**config.mk**
```make
export PLATFORM = sky130hd
export DESIGN_NAME = keypad_matrix_scanner
export DESIGN_NICKNAME = d
export VERILOG_FILES = /design/src/rtl/keypad_matrix_scanner.sv
export SDC_FILE = /design/constraint.sdc
export NUM_CORES = 1
export LEC_CHECK = 0
export BUFFER_PORTS_ARGS = -buffer_cell sky130_fd_sc_hd__buf_2
export CAP_MARGIN = 30
export CELL_PAD_IN_SITES_DETAIL_PLACEMENT = 1
export CELL_PAD_IN_SITES_GLOBAL_PLACEMENT = 2
export CORE_ASPECT_RATIO = 1.4
export CORE_MARGIN = 1
export CORE_UTILIZATION = 35
export CTS_CLUSTER_SIZE = 8
export DETAILED_ROUTE_END_ITERATION = 16
export PLACE_DENSITY = 0.86
export REMOVE_ABC_BUFFERS = 1
export SYNTH_ARGS = -nofsm -noshare
export SYNTH_HDL_FRONTEND = slang
export SYNTH_SLANG_ARGS = --single-unit
```
**constraint.sdc**
```tcl
create_clock -name clk -period 6.7 [get_ports clk]
set_clock_uncertainty 0.15 [all_clocks]
set_input_delay 0.335 -clock clk [delete_from_list [all_inputs] [get_ports clk]]
set_output_delay 0.335 -clock clk [all_outputs]
set_load 0.02 [all_outputs]
```
**src/rtl/keypad_matrix_scanner.sv**
```systemverilog
// 4x4 membrane keypad scanner: rotates an active-low row drive, synchronises the
// columns, debounces whole frames and presents the single held key as one-hot.
module keypad_matrix_scanner #(
  parameter int SCAN_DIV        = 50000,
  parameter int DEBOUNCE_FRAMES = 4
) (
  input  logic        clk,
  input  logic        rst,
  input  logic [3:0]  col_n,
  output logic [3:0]  row_n,
  output logic [15:0] onehot,
  output logic        key_press
);

  localparam int SLOT_W = (SCAN_DIV > 1) ? $clog2(SCAN_DIV) : 1;
  localparam int CNT_W  = $clog2(DEBOUNCE_FRAMES + 1);
  localparam logic [SLOT_W-1:0] SLOT_LAST = SLOT_W'(SCAN_DIV - 1);
  localparam logic [CNT_W-1:0]  CNT_FULL  = CNT_W'(DEBOUNCE_FRAMES);

  logic [3:0]        col_meta;
  logic [3:0]        col_s;
  logic [SLOT_W-1:0] slot_cnt;
  logic [1:0]        row;
  logic [1:0]        row_next;
  logic [15:0]       frame_bits;
  logic              frame_done;
  logic [15:0]       candidate;
  logic [CNT_W-1:0]  stable_cnt;

  logic              slot_end;
  logic              frame_single;
  logic [15:0]       frame_code;
  logic [15:0]       next_cand;
  logic [CNT_W-1:0]  next_cnt;

  assign slot_end = (slot_cnt == SLOT_LAST);
  assign row_next = row + 2'd1;

  // More than one bit set (multi-key or ghosting) is treated as no key.
  always_comb begin
    frame_single = (frame_bits != 16'h0000) &&
                   ((frame_bits & (frame_bits - 16'd1)) == 16'h0000);
    frame_code   = frame_single ? frame_bits : 16'h0000;
  end

  always_comb begin
    next_cand = candidate;
    next_cnt  = stable_cnt;
    if (frame_code != candidate) begin
      next_cand = frame_code;
      next_cnt  = CNT_W'(1);
    end else if (stable_cnt < CNT_FULL) begin
      next_cnt = stable_cnt + CNT_W'(1);
    end
  end

  always_ff @(posedge clk) begin
    if (rst) begin
      col_meta   <= 4'b1111;
      col_s      <= 4'b1111;
      slot_cnt   <= '0;
      row        <= 2'd0;
      row_n      <= 4'b1110;
      frame_bits <= 16'h0000;
      frame_done <= 1'b0;
      candidate  <= 16'h0000;
      stable_cnt <= '0;
      onehot     <= 16'h0000;
      key_press  <= 1'b0;
    end else begin
      col_meta  <= col_n;
      col_s     <= col_meta;
      key_press <= 1'b0;

      // Sample at the end of the slot so the columns have settled after the row change.
      if (slot_end) begin
        slot_cnt                <= '0;
        frame_bits[row*4 +: 4]  <= ~col_s;
        row                     <= row_next;
        row_n                   <= ~(4'b0001 << row_next);
      end else begin
        slot_cnt <= slot_cnt + SLOT_W'(1);
      end

      frame_done <= slot_end && (row == 2'd3);

      if (frame_done) begin
        candidate  <= next_cand;
        stable_cnt <= next_cnt;
        if (next_cnt == CNT_FULL) begin
          onehot    <= next_cand;
          key_press <= (next_cand != 16'h0000) && (next_cand != onehot);
        end
      end
    end
  end

endmodule

```
==> results of run 1 <==
==> per-stage QoR <==
step	hold slack (ns)	instances	utilization [%]
after CTS	0.01129	673	39.88
after global routing	0.008787	673	39.88
after global placement	0.2409	656	37.37
after floorplan	0.2395	475	-
final	0.01757	673	39.88
after detailed placement	0.2475	657	37.46
==> cells by family (layout without fill, tap and decap cells) <==
family	after synthesis	in the layout
AND/OR/NAND/NOR	236	236
AO/OA/AOI/OAI	94	94
flip-flops	83	83
buffers and inverters	41	52
XOR/XNOR	32	32
multiplexers	19	19
adder cells (fa/ha/maj)	7	7
==> critical path, delay by kind of cell (launching register included) <==
family / cells / cell delay [ns]
AO/OA/AOI/OAI: 3 / 0.96
AND/OR/NAND/NOR: 4 / 2.88
flip-flops: 1 / 0.44
buffers and inverters: 1 / 0.32
multiplexers: 1 / 0.22
==> routing by layer <==
| metal | part of all wire [%] | vias up | wire, µm |
|---|---|---|---|
| met2 | 52 | 64 | 6196 |
| met4 | 3.0 | 0 | 363 |
| met3 | 2.6 | 21 | 308 |
| met5 | 0 | - | 0 |
| met1 | 43 | 1887 | 5104 |
| li1 | - | 1868 | - |
==> worst paths after layout <==
path	start	endpoint	slack [ns]	cells past startpoint
setup / recovery	frame_bits[0]	onehot[0]	1.64	9
hold / removal	col_n[0]	col_meta[0]	0.02	2
setup reg to reg	frame_bits[0]	onehot[0]	1.64	9
hold reg to reg	col_meta[3]	col_s[3]	0.26	1
==> cell usage after synthesis (2+ instances only) <==
library cell  count  area, µm²
nand3_1          19      95.09
xor2_1            9      78.83
ha_1              7      87.58
nand3b_1          4      30.03
o21ai_0           6      30.03
a31oi_1          16      100.1
mux2i_1          19      190.2
buf_6             2      22.52
nor4_1            9      56.30
a211o_1           4      35.03
a211oi_1          5      37.54
and4b_1           2      20.02
clkbuf_1         32      120.1
nand2b_1         33      206.5
nor4b_1           2      17.52
a21oi_1          33      165.2
o32ai_2           3      48.80
o32ai_1           9      78.83
xnor2_1          23      201.4
nand2_1          29      108.9
o31ai_1           2      15.01
o221ai_1          6      52.55
nand4_1           7      43.79
dfxtp_1          83       1662
buf_2             2      10.01
inv_1             4      15.01
nor2_1           67      251.5
o2111a_1          2      22.52
or4_1             4      30.03
or2_2            12      75.07
nor4bb_1         15      150.1
nor3_1           24      120.1
==> sequential cells by signal (all words and copies together) (netlist names) <==
register,cells
onehot,16
candidate,16
slot_cnt,16
row,2
frame_bits,16
stable_cnt,3
row_n,4
col_meta,4
frame_done,1
col_s,4
key_press,1
==> area by class of cell <==
| cell class | instances | share of cell area (%) |
|---|---|---|
| multi-input combinational | 388 | 52.32 |
| sequential | 83 | 33.84 |
| clock buffer | 11 | 5.148 |
| tap | 150 | 3.823 |
| timing repair buffer | 32 | 3.644 |
| clock inverter | 5 | 0.9174 |
| inverter | 4 | 0.3058 |
==> report_power, final <==
group | switching, mW | internal (mW)
clock network | 0.217 | 0.277
registers | 0.00268 | 0.497
logic | 0.00913 | 0.00586
==> layout by cell type, fill, tap and decap left out, types with 7 or more instances in the layout <==
cell	count
dfxtp_1	83
nor2_1	67
nand2b_1	33
a21oi_1	33
nand2_1	29
buf_2	26
nor3_1	24
xnor2_1	23
mux2i_1	19
nand3_1	19
a31oi_1	16
nor4bb_1	15
or2_2	12
xor2_1	9
o32ai_1	9
clkbuf_16	9
nor4_1	8
nand4_1	7
ha_1	7
==> reports/qor.csv, run 1 <==
stage,metric,value,unit
outcome,status,completed,
sta,RSZ-0062 raised after global routing,false,
synth,Syn Area/Cell,8.585,µm²
synth,number of synthesized flops with an enable pin,0,
cts,post-CTS resize count,0,
global_route,vias in the first global route,3876,
sta,worst slew pin tran,0.9015,ns
detailed_routing,drc violations,0,
synth,Synth Area in Simple Gates,29.66,%
detailed_routing,Vias/cell,5.706,
detailed_routing,Routed Antenna Nets,0,
global_route,initial antenna violation count,0,
die,Ports,27,
worst_setup_path,crit-path cells,"or4_1, nor4b_2, o21ai_0, or4_1, o32ai_1, o2111ai_4, nor4b_4, buf_4, mux2i_1",
sta,Slew headroom,39.90,%
sta,Final setup viols,0,
detailed_routing,DR vias,3840,
worst_setup_path,kind of critical path,reg -> reg,
sta,fin crit share,75.47,%
global_route,met1 Usage GRT,21.19,%
layout,final instance area,4910,µm²
die,Rows,48,
cts,H-tree depth,3,
die,Die Width,96.71,µm
sta,"Hold Violations, Final",0,
global_route,largest net degree at the start of global routing,69,
synth,Adder-Cell Fraction of Synth Area,1.993,%
sta,fmax,0.1978,GHz
worst_setup_path,CP Max Fanout,23,
job,max cap viols,0,
sta,final slew viol count,0,
synth,"Seq/Total Area, Yosys",37.80,%
synth,Ys Warns,0,
layout,share of layout cells above drive strength 1,13.58,%
detailed_routing,WL/cell,17.79,µm
cts,CTS Buf Count,9,
cts,CTS tree,yes,
synth,fraction of registers with async set/reset,0,%
sta,fin crit period,5.057,ns
layout,nets,531,
power,Lkg Pwr,1.602,nW
layout,register area,1662,µm²
die,initial cell density of the core,35.70,%
synth,commonest register cell after synthesis,dfxtp_1,
global_route,layer with the highest usage,met2,
global_route,grt total ovfl,0,
worst_setup_path,cell mode on critical path,or4_1,
cts,clock-pin slew on the worst setup and hold paths,0.07,ns
cts,clk buf depth,2,
synth,largest family of logic cells by synthesized area,simple AND/OR/NAND/NOR gates,
layout,area delta synth->final,11.70,%
detailed_routing,DR iter-0 viols,173,
detailed_routing,final wirelength,11970,µm
place,DP HPWL,8388,µm
power,pwr/cell area,205.4,nW/µm²
die,Die ar.,13020,µm²
cts,Clock Tree Root,clkbuf_16,
global_route,GRT met3 Usage,3.727,%
hold_path,Hold Path Class,in -> reg,
worst_setup_path,Worst Path Required,6.82,ns
power,"IR drop worst, VDD",0.0001251,V
place,pre-CTS setup slack,1.709,ns
power,Power Total,1.008,mW
sta,setup tns final,0,ns
cts,Worst-Skew Late Latency,0.34,ns
synth,Mapped Area,4395,µm²
worst_setup_path,CP Capture Type,flip-flop,
cts,total clock sinks,83,
global_route,first-pass GRT wire length,19880,µm
synth,Synth Register Bits,83,
sta,final setup margin,1.643,ns
global_route,GR Util met2,34.51,%
die,chip height,134.6,µm
die,core area,12310,µm²
global_route,overall routing resource usage,18.93,%
worst_setup_path,crit path launch type,flip-flop,
layout,ANT cells,0,
synth,Gate Count Post-Synth,512,
place,routability congestion estimate,0.8058,
worst_setup_path,Critical-path top delay cell,or4_1,
worst_setup_path,critical path data arrival time,5.17,ns
place,dpl cell area,4612,µm²
synth,share of the synthesized area in compound gates (AO/OA/AOI/OAI),15.94,%
synth,Synth Area in XOR/XNOR,6.376,%
place,I/O Buffers,26,
cts,Post-CTS Setup Inserts,0,
synth,post-synth cell types,50,
layout,area of the multi-input gates,2569,µm²
layout,filler cell count,1442,
worst_setup_path,Max stage delay on crit path,0.86,ns
detailed_routing,DR pass1 iterations,6,
synth,mux cell area share after synthesis,4.327,%
cts,hold buffers post-CTS,0,
Power figures use the tool's default switching activity.
==> inputs of run 2 (changes only) <==
- CORE_UTILIZATION: 35 -> 34
- PLACE_DENSITY: 0.86 -> 0.87
- clock period: 6.7 -> 4.65 ns (I/O delays scaled with it)
==> run 2 against run 1 <==
The flow now finishes with violations (design-rule violations). Fmax up 20%. Largest cell class unchanged. Sequential share of layout area decreased by 0.43 points. Sequential power is 44% higher. Die area increased by 2.9%. Non-clock buffer count grew 8. Highest routed layer unchanged. Combinational power up 66%.
==> reports/qor.csv, run 2 (synthesized netlist as in run 1, its figures left out) <==
stage,metric,value,unit
detailed_routing,drc violations,1,
worst_setup_path,crit-path cells,"or4_1, nor3_4, mux2i_1, nor4_2, a211oi_1, o2111ai_4, nor4b_4, buf_4, mux2i_1",
sta,worst slew pin tran,0.9466,ns
cts,clock-pin slew on the worst setup and hold paths,0.06,ns
cts,total clock sinks,83,
worst_setup_path,critical path data arrival time,4.32,ns
worst_setup_path,CP Capture Type,flip-flop,
cts,H-tree depth,3,
global_route,overall routing resource usage,18.55,%
place,routability congestion estimate,0.8554,
sta,final setup margin,0.4473,ns
hold_path,Hold Path Class,in -> reg,
place,pre-CTS setup slack,0.3074,ns
global_route,initial antenna violation count,0,
place,I/O Buffers,26,
worst_setup_path,crit path from,frame_bits[0],
worst_setup_path,worst flop-to-flop path startpoint,frame_bits[0],
power,"IR drop worst, VDD",0.0002375,V
die,Rows,48,
detailed_routing,DR pass1 iterations,10,
worst_setup_path,RR Endpoint,onehot[3],
cts,clk buf depth,2,
layout,nets,539,
die,Ports,27,
outcome,failing checks,design-rule violations,
sta,fin crit share,90.38,%
die,initial cell density of the core,35.19,%
detailed_routing,Vias/cell,5.672,
sta,setup tns final,0,ns
sta,"Hold Violations, Final",0,
layout,ANT cells,0,
outcome,status,"finished, violations left",
layout,"most common cell after layout, fill and taps aside",dfxtp_1,
worst_setup_path,R2R Setup Slk,0.45,ns
detailed_routing,DR vias,3857,
layout,share of layout cells above drive strength 1,13.96,%
sta,fin crit period,4.203,ns
die,Die Width,98.10,µm
detailed_routing,final wirelength,11720,µm
worst_setup_path,Critical-path top delay cell,or4_1,
worst_setup_path,Max stage delay on crit path,0.72,ns
global_route,largest net degree at the start of global routing,46,
layout,post-layout util,39.81,%
worst_setup_path,crit path launch type,flip-flop,
power,pwr/cell area,293.8,nW/µm²
detailed_routing,DR iter-0 viols,160,
sta,RSZ-0062 raised after global routing,false,
layout,final instance area,4974,µm²
cts,Clock Tree Root,clkbuf_16,
cts,CTS Buf Count,9,
place,dpl cell area,4636,µm²
worst_setup_path,kind of critical path,reg -> reg,
layout,filler cell count,1483,
place,DP HPWL,8351,µm
global_route,vias in the first global route,3915,
detailed_routing,WL/cell,17.23,µm
cts,Worst-Skew Late Latency,0.34,ns
cts,CTS tree,yes,
power,Lkg Pwr,1.637,nW
job,max cap viols,0,
die,chip height,136.5,µm
sta,fmax,0.2379,GHz
worst_setup_path,CP Max Fanout,11,
sta,Final setup viols,0,
die,Die ar.,13390,µm²
sta,Slew headroom,36.37,%
worst_setup_path,Worst setup endpoint,onehot[3],
sta,final slew viol count,0,
global_route,first-pass GRT wire length,19670,µm
layout,area delta synth->final,13.15,%
die,core area,12490,µm²
worst_setup_path,Worst Path Required,4.77,ns
worst_setup_path,cells on worst reg2reg path,9,
detailed_routing,Routed Antenna Nets,0,
worst_setup_path,cell mode on critical path,mux2i_1,
layout,most frequent cells in the layout,"dfxtp_1 (83), nor2_1 (67), nand2b_1 (33), a21oi_1 (33), nand2_1 (29)",
global_route,grt total ovfl,0,
## run 2: cell count changes in the layout (fill, tap and decap cells not counted), sizes merged
cell / before / now
inv: 6 / 4
dlygate4sd3: 0 / 4
bufinv: 0 / 1
buf: 32 / 36
## run 2: worst min-delay path by stage
stage / start / end / slack [ns] / depth (start not counted)
2_1_floorplan: rst / candidate[0] / 0.15 / 1
3_3_place_gp: col_meta[3] / col_s[3] / 0.24 / 1
3_5_place_dp: col_meta[3] / col_s[3] / 0.25 / 1
4_1_cts: rst / candidate[13] / 0.18 / 2
5_1_grt: rst / candidate[13] / 0.20 / 2
6_report: rst / candidate[13] / 0.18 / 2
## run 2: final cells by class
type	instances	area (µm²)	share of cell area, %
clock buffer	11	242.7	4.881
sequential	83	1662	33.41
tap	150	187.7	3.774
clock inverter	4	51.30	1.031
inverter	4	15.01	0.3019
timing repair buffer	40	242.7	4.881
multi-input combinational	388	2572	51.72
## run 2: worst max-delay path, delay by kind of cell (launching register included)
| family | cells | cell delay (ns) |
|---|---|---|
| buffers and inverters | 1 | 0.26 |
| flip-flops | 1 | 0.43 |
| AND/OR/NAND/NOR | 4 | 1.68 |
| AO/OA/AOI/OAI | 2 | 0.77 |
| multiplexers | 2 | 0.84 |
## run 2: timing repair
| item | CTS | global route |
|---|---|---|
| endpoints found under the hold margin | 4 | 0 |
| setup buffers | 0 | 0 |
| endpoints found under the setup margin | 0 | 10 |
| resized for setup | 0 | 1 |
| hold buffers | 4 | 0 |
## run 2: metrics by stage
| step | power [mW] | cells | hold WS, ns |
|---|---|---|---|
| 2_1_floorplan | 0.7446 | 475 | 0.1516 |
| 3_3_place_gp | 0.7580 | 660 | 0.2427 |
| 3_5_place_dp | 0.7592 | 661 | 0.2474 |
| 4_1_cts | 1.483 | 680 | 0.1779 |
| 5_1_grt | 1.512 | 680 | 0.1969 |
| 6_report | 1.461 | 680 | 0.1755 |
## run 2: power breakdown
| part | total (mW) | switching (mW) | leakage (nW) | internal (mW) |
|---|---|---|---|---|
| clock network | 0.716 | 0.288 | 0.142 | 0.428 |
| registers | 0.720 | 0.00387 | 0.671 | 0.716 |
| logic | 0.0249 | 0.0141 | 0.824 | 0.0107 |
## run 2: per-layer routing
metal / track usage (%) / share of wire (%) / vias to the layer above
li1: - / - / 1881
met1: 21.08 / 42 / 1896
met2: 33.65 / 53 / 58
met3: 3.626 / 3.0 / 22
met4: 7.997 / 2.4 / 0
met5: 0 / 0 / -
==> inputs of run 3 (changes only) <==
- BUFFER_PORTS_ARGS: -buffer_cell sky130_fd_sc_hd__buf_2 -> not set
- CORE_UTILIZATION: 34 -> 35
- CTS_CLUSTER_SIZE: 8 -> not set
- DONT_BUFFER_PORTS: not set -> 1
- PLACE_DENSITY: 0.87 -> 0.86
- clock period: 4.65 -> 3.7 ns (I/O delays scaled with it)
==> run 3 against run 2 <==
The flow now finishes without violations. Worst setup slack got worse by 0.23 ns. Die area down 2.8%. Power is 27% higher. First-iteration DRC count fell by 1.3%. Fmax up 21%. Clock power grew 29%. Largest cell class unchanged.
==> reports/qor.csv, run 3 (synthesized netlist as in run 1, its figures left out) <==
stage,metric,value,unit
sta,fin crit period,3.486,ns
place,Post-Place Cells,658,
cts,clock-pin slew on the worst setup and hold paths,0.06,ns
power,pwr/cell area,367.1,nW/µm²
worst_setup_path,crit path launch type,flip-flop,
power,Switching Share,22.13,%
worst_setup_path,kind of critical path,reg -> reg,
power,sequential power share,48.7,%
sta,final slew viol count,0,
worst_setup_path,CP Max Fanout,11,
power,combinational cell fraction of total power,1.6,%
die,core area,12310,µm²
layout,ANT cells,0,
layout,most frequent cells in the layout,"dfxtp_1 (83), nor2_1 (67), nand2b_1 (33), a21oi_1 (33), buf_4 (32)",
die,Ports,27,
sta,Final setup viols,0,
sta,setup tns final,0,ns
die,Rows,48,
detailed_routing,WL/cell,17.71,µm
worst_setup_path,Critical-path top delay cell,or4_4,
sta,Slew headroom,45.96,%
power,Int Pwr,1.447,mW
detailed_routing,DR vias,3881,
sta,fin crit share,94.21,%
place,pre-CTS setup slack,-0.002403,ns
place,routability congestion estimate,0.8231,
worst_setup_path,cell mode on critical path,or4_4,
sta,"Hold Violations, Final",0,
sta,worst slew pin tran,0.8095,ns
layout,"most common cell after layout, fill and taps aside",dfxtp_1,
global_route,first-pass GRT wire length,19880,µm
power,"IR drop worst, VDD",0.0002920,V
layout,final cell count without fillers,679,
global_route,initial antenna violation count,0,
cts,clk buf depth,2,
sta,final setup margin,0.2142,ns
job,max cap viols,0,
cts,CTS Buf Count,9,
sta,RSZ-0062 raised after global routing,false,
worst_setup_path,CP Capture Type,flip-flop,
cts,CTS tree,yes,
global_route,largest net degree at the start of global routing,67,
die,Die Width,96.71,µm
die,Die ar.,13020,µm²
global_route,overall routing resource usage,18.81,%
die,chip height,134.6,µm
layout,area delta synth->final,15.14,%
cts,Clock Tree Root,clkbuf_16,
worst_setup_path,crit-path cells,"or4_4, a2111oi_1, nor3_1, or4_4, buf_4, o32ai_2, o2111ai_2, nor4b_4, buf_6, mux2i_1",
place,I/O Buffers,0,
detailed_routing,DR iter-0 viols,158,
detailed_routing,DR pass1 iterations,4,
place,DP HPWL,8635,µm
outcome,status,completed,
cts,total clock sinks,83,
worst_setup_path,Max stage delay on crit path,0.59,ns
global_route,vias in the first global route,4007,
cts,Worst-Skew Late Latency,0.34,ns
die,initial cell density of the core,35.70,%
layout,share of layout cells above drive strength 1,13.99,%
detailed_routing,drc violations,0,
cts,H-tree depth,3,
power,Lkg Pwr,1.653,nW
detailed_routing,final wirelength,12020,µm
worst_setup_path,Worst Path Required,3.82,ns
detailed_routing,Routed Antenna Nets,0,
global_route,grt total ovfl,0,
power,Sw Pwr,0.4112,mW
cts,Post-CTS Setup Inserts,0,
hold_path,Hold Path Class,in -> reg,
detailed_routing,Vias/cell,5.716,
sta,fmax,0.2869,GHz
power,clock share of power,49.7,%
worst_setup_path,critical path data arrival time,3.60,ns
layout,nets,537,
-- run 3: critical path: cells and delay by family (launching register included) --
kind / cells / cell delay [ns]
muxes: 1 / 0.20
DFF: 1 / 0.31
AOI/OAI and AO/OA: 3 / 0.79
and+or+nand+nor: 4 / 1.55
buffers and inverters: 2 / 0.42
-- run 3: layer usage --
layer / global-route usage, % / vias to the layer above / routed length, µm
li1: - / 1869 / -
met1: 19.88 / 1950 / 4917
met2: 36.27 / 45 / 6485
met3: 3.623 / 17 / 366
met5: 0 / - / 0
met4: 7.463 / 0 / 255
-- run 3: power groups by stage --
stage                     Clock, mW  Combinational [mW]  Sequential, mW
after floorplan                   0              0.0123           0.923
after global placement            0              0.0135           0.925
after detailed placement          0              0.0143           0.925
after CTS                     0.942              0.0310           0.905
after global routing          0.971              0.0340           0.905
final                         0.923              0.0304           0.905
-- run 3: cell type report --
type	count	area, µm²
multi-input combinational	388	2576
inverter	4	15.01
clock inverter	6	72.57
sequential	83	1662
tap	150	187.7
timing repair buffer	38	319.1
fill	1413	7251
clock buffer	10	229.0
-- run 3: repair_timing --
action / in CTS / in global routing
setup endpoints to repair: 3 / 9
hold buffers: 5 / 0
endpoints found under the hold margin: 66 / 0
pin swaps: 0 / 1
gates resized for setup: 1 / 2
-- run 3: worst paths after layout --
| check | from | to | slack, ns | cells past startpoint |
|---|---|---|---|---|
| max | frame_bits[0] | onehot[9] | 0.21 | 10 |
| min | rst | candidate[9] | 0.03 | 2 |
| max reg2reg | frame_bits[0] | onehot[9] | 0.21 | 10 |
| min reg2reg | col_meta[0] | col_s[0] | 0.26 | 1 |
-- run 3: per-stage QoR --
stage               instance area [µm²]  power (mW)  hold WS (ns)  utilization (%)
floorplan                          4239      0.9358        0.1041                -
global placement                   4681      0.9385        0.1164            38.02
detailed placement                 4681      0.9396        0.1197            38.02
CTS                                5054       1.878       0.03437            41.05
global route                       5061       1.910       0.04894            41.11
finish                             5061       1.858       0.02723            41.11
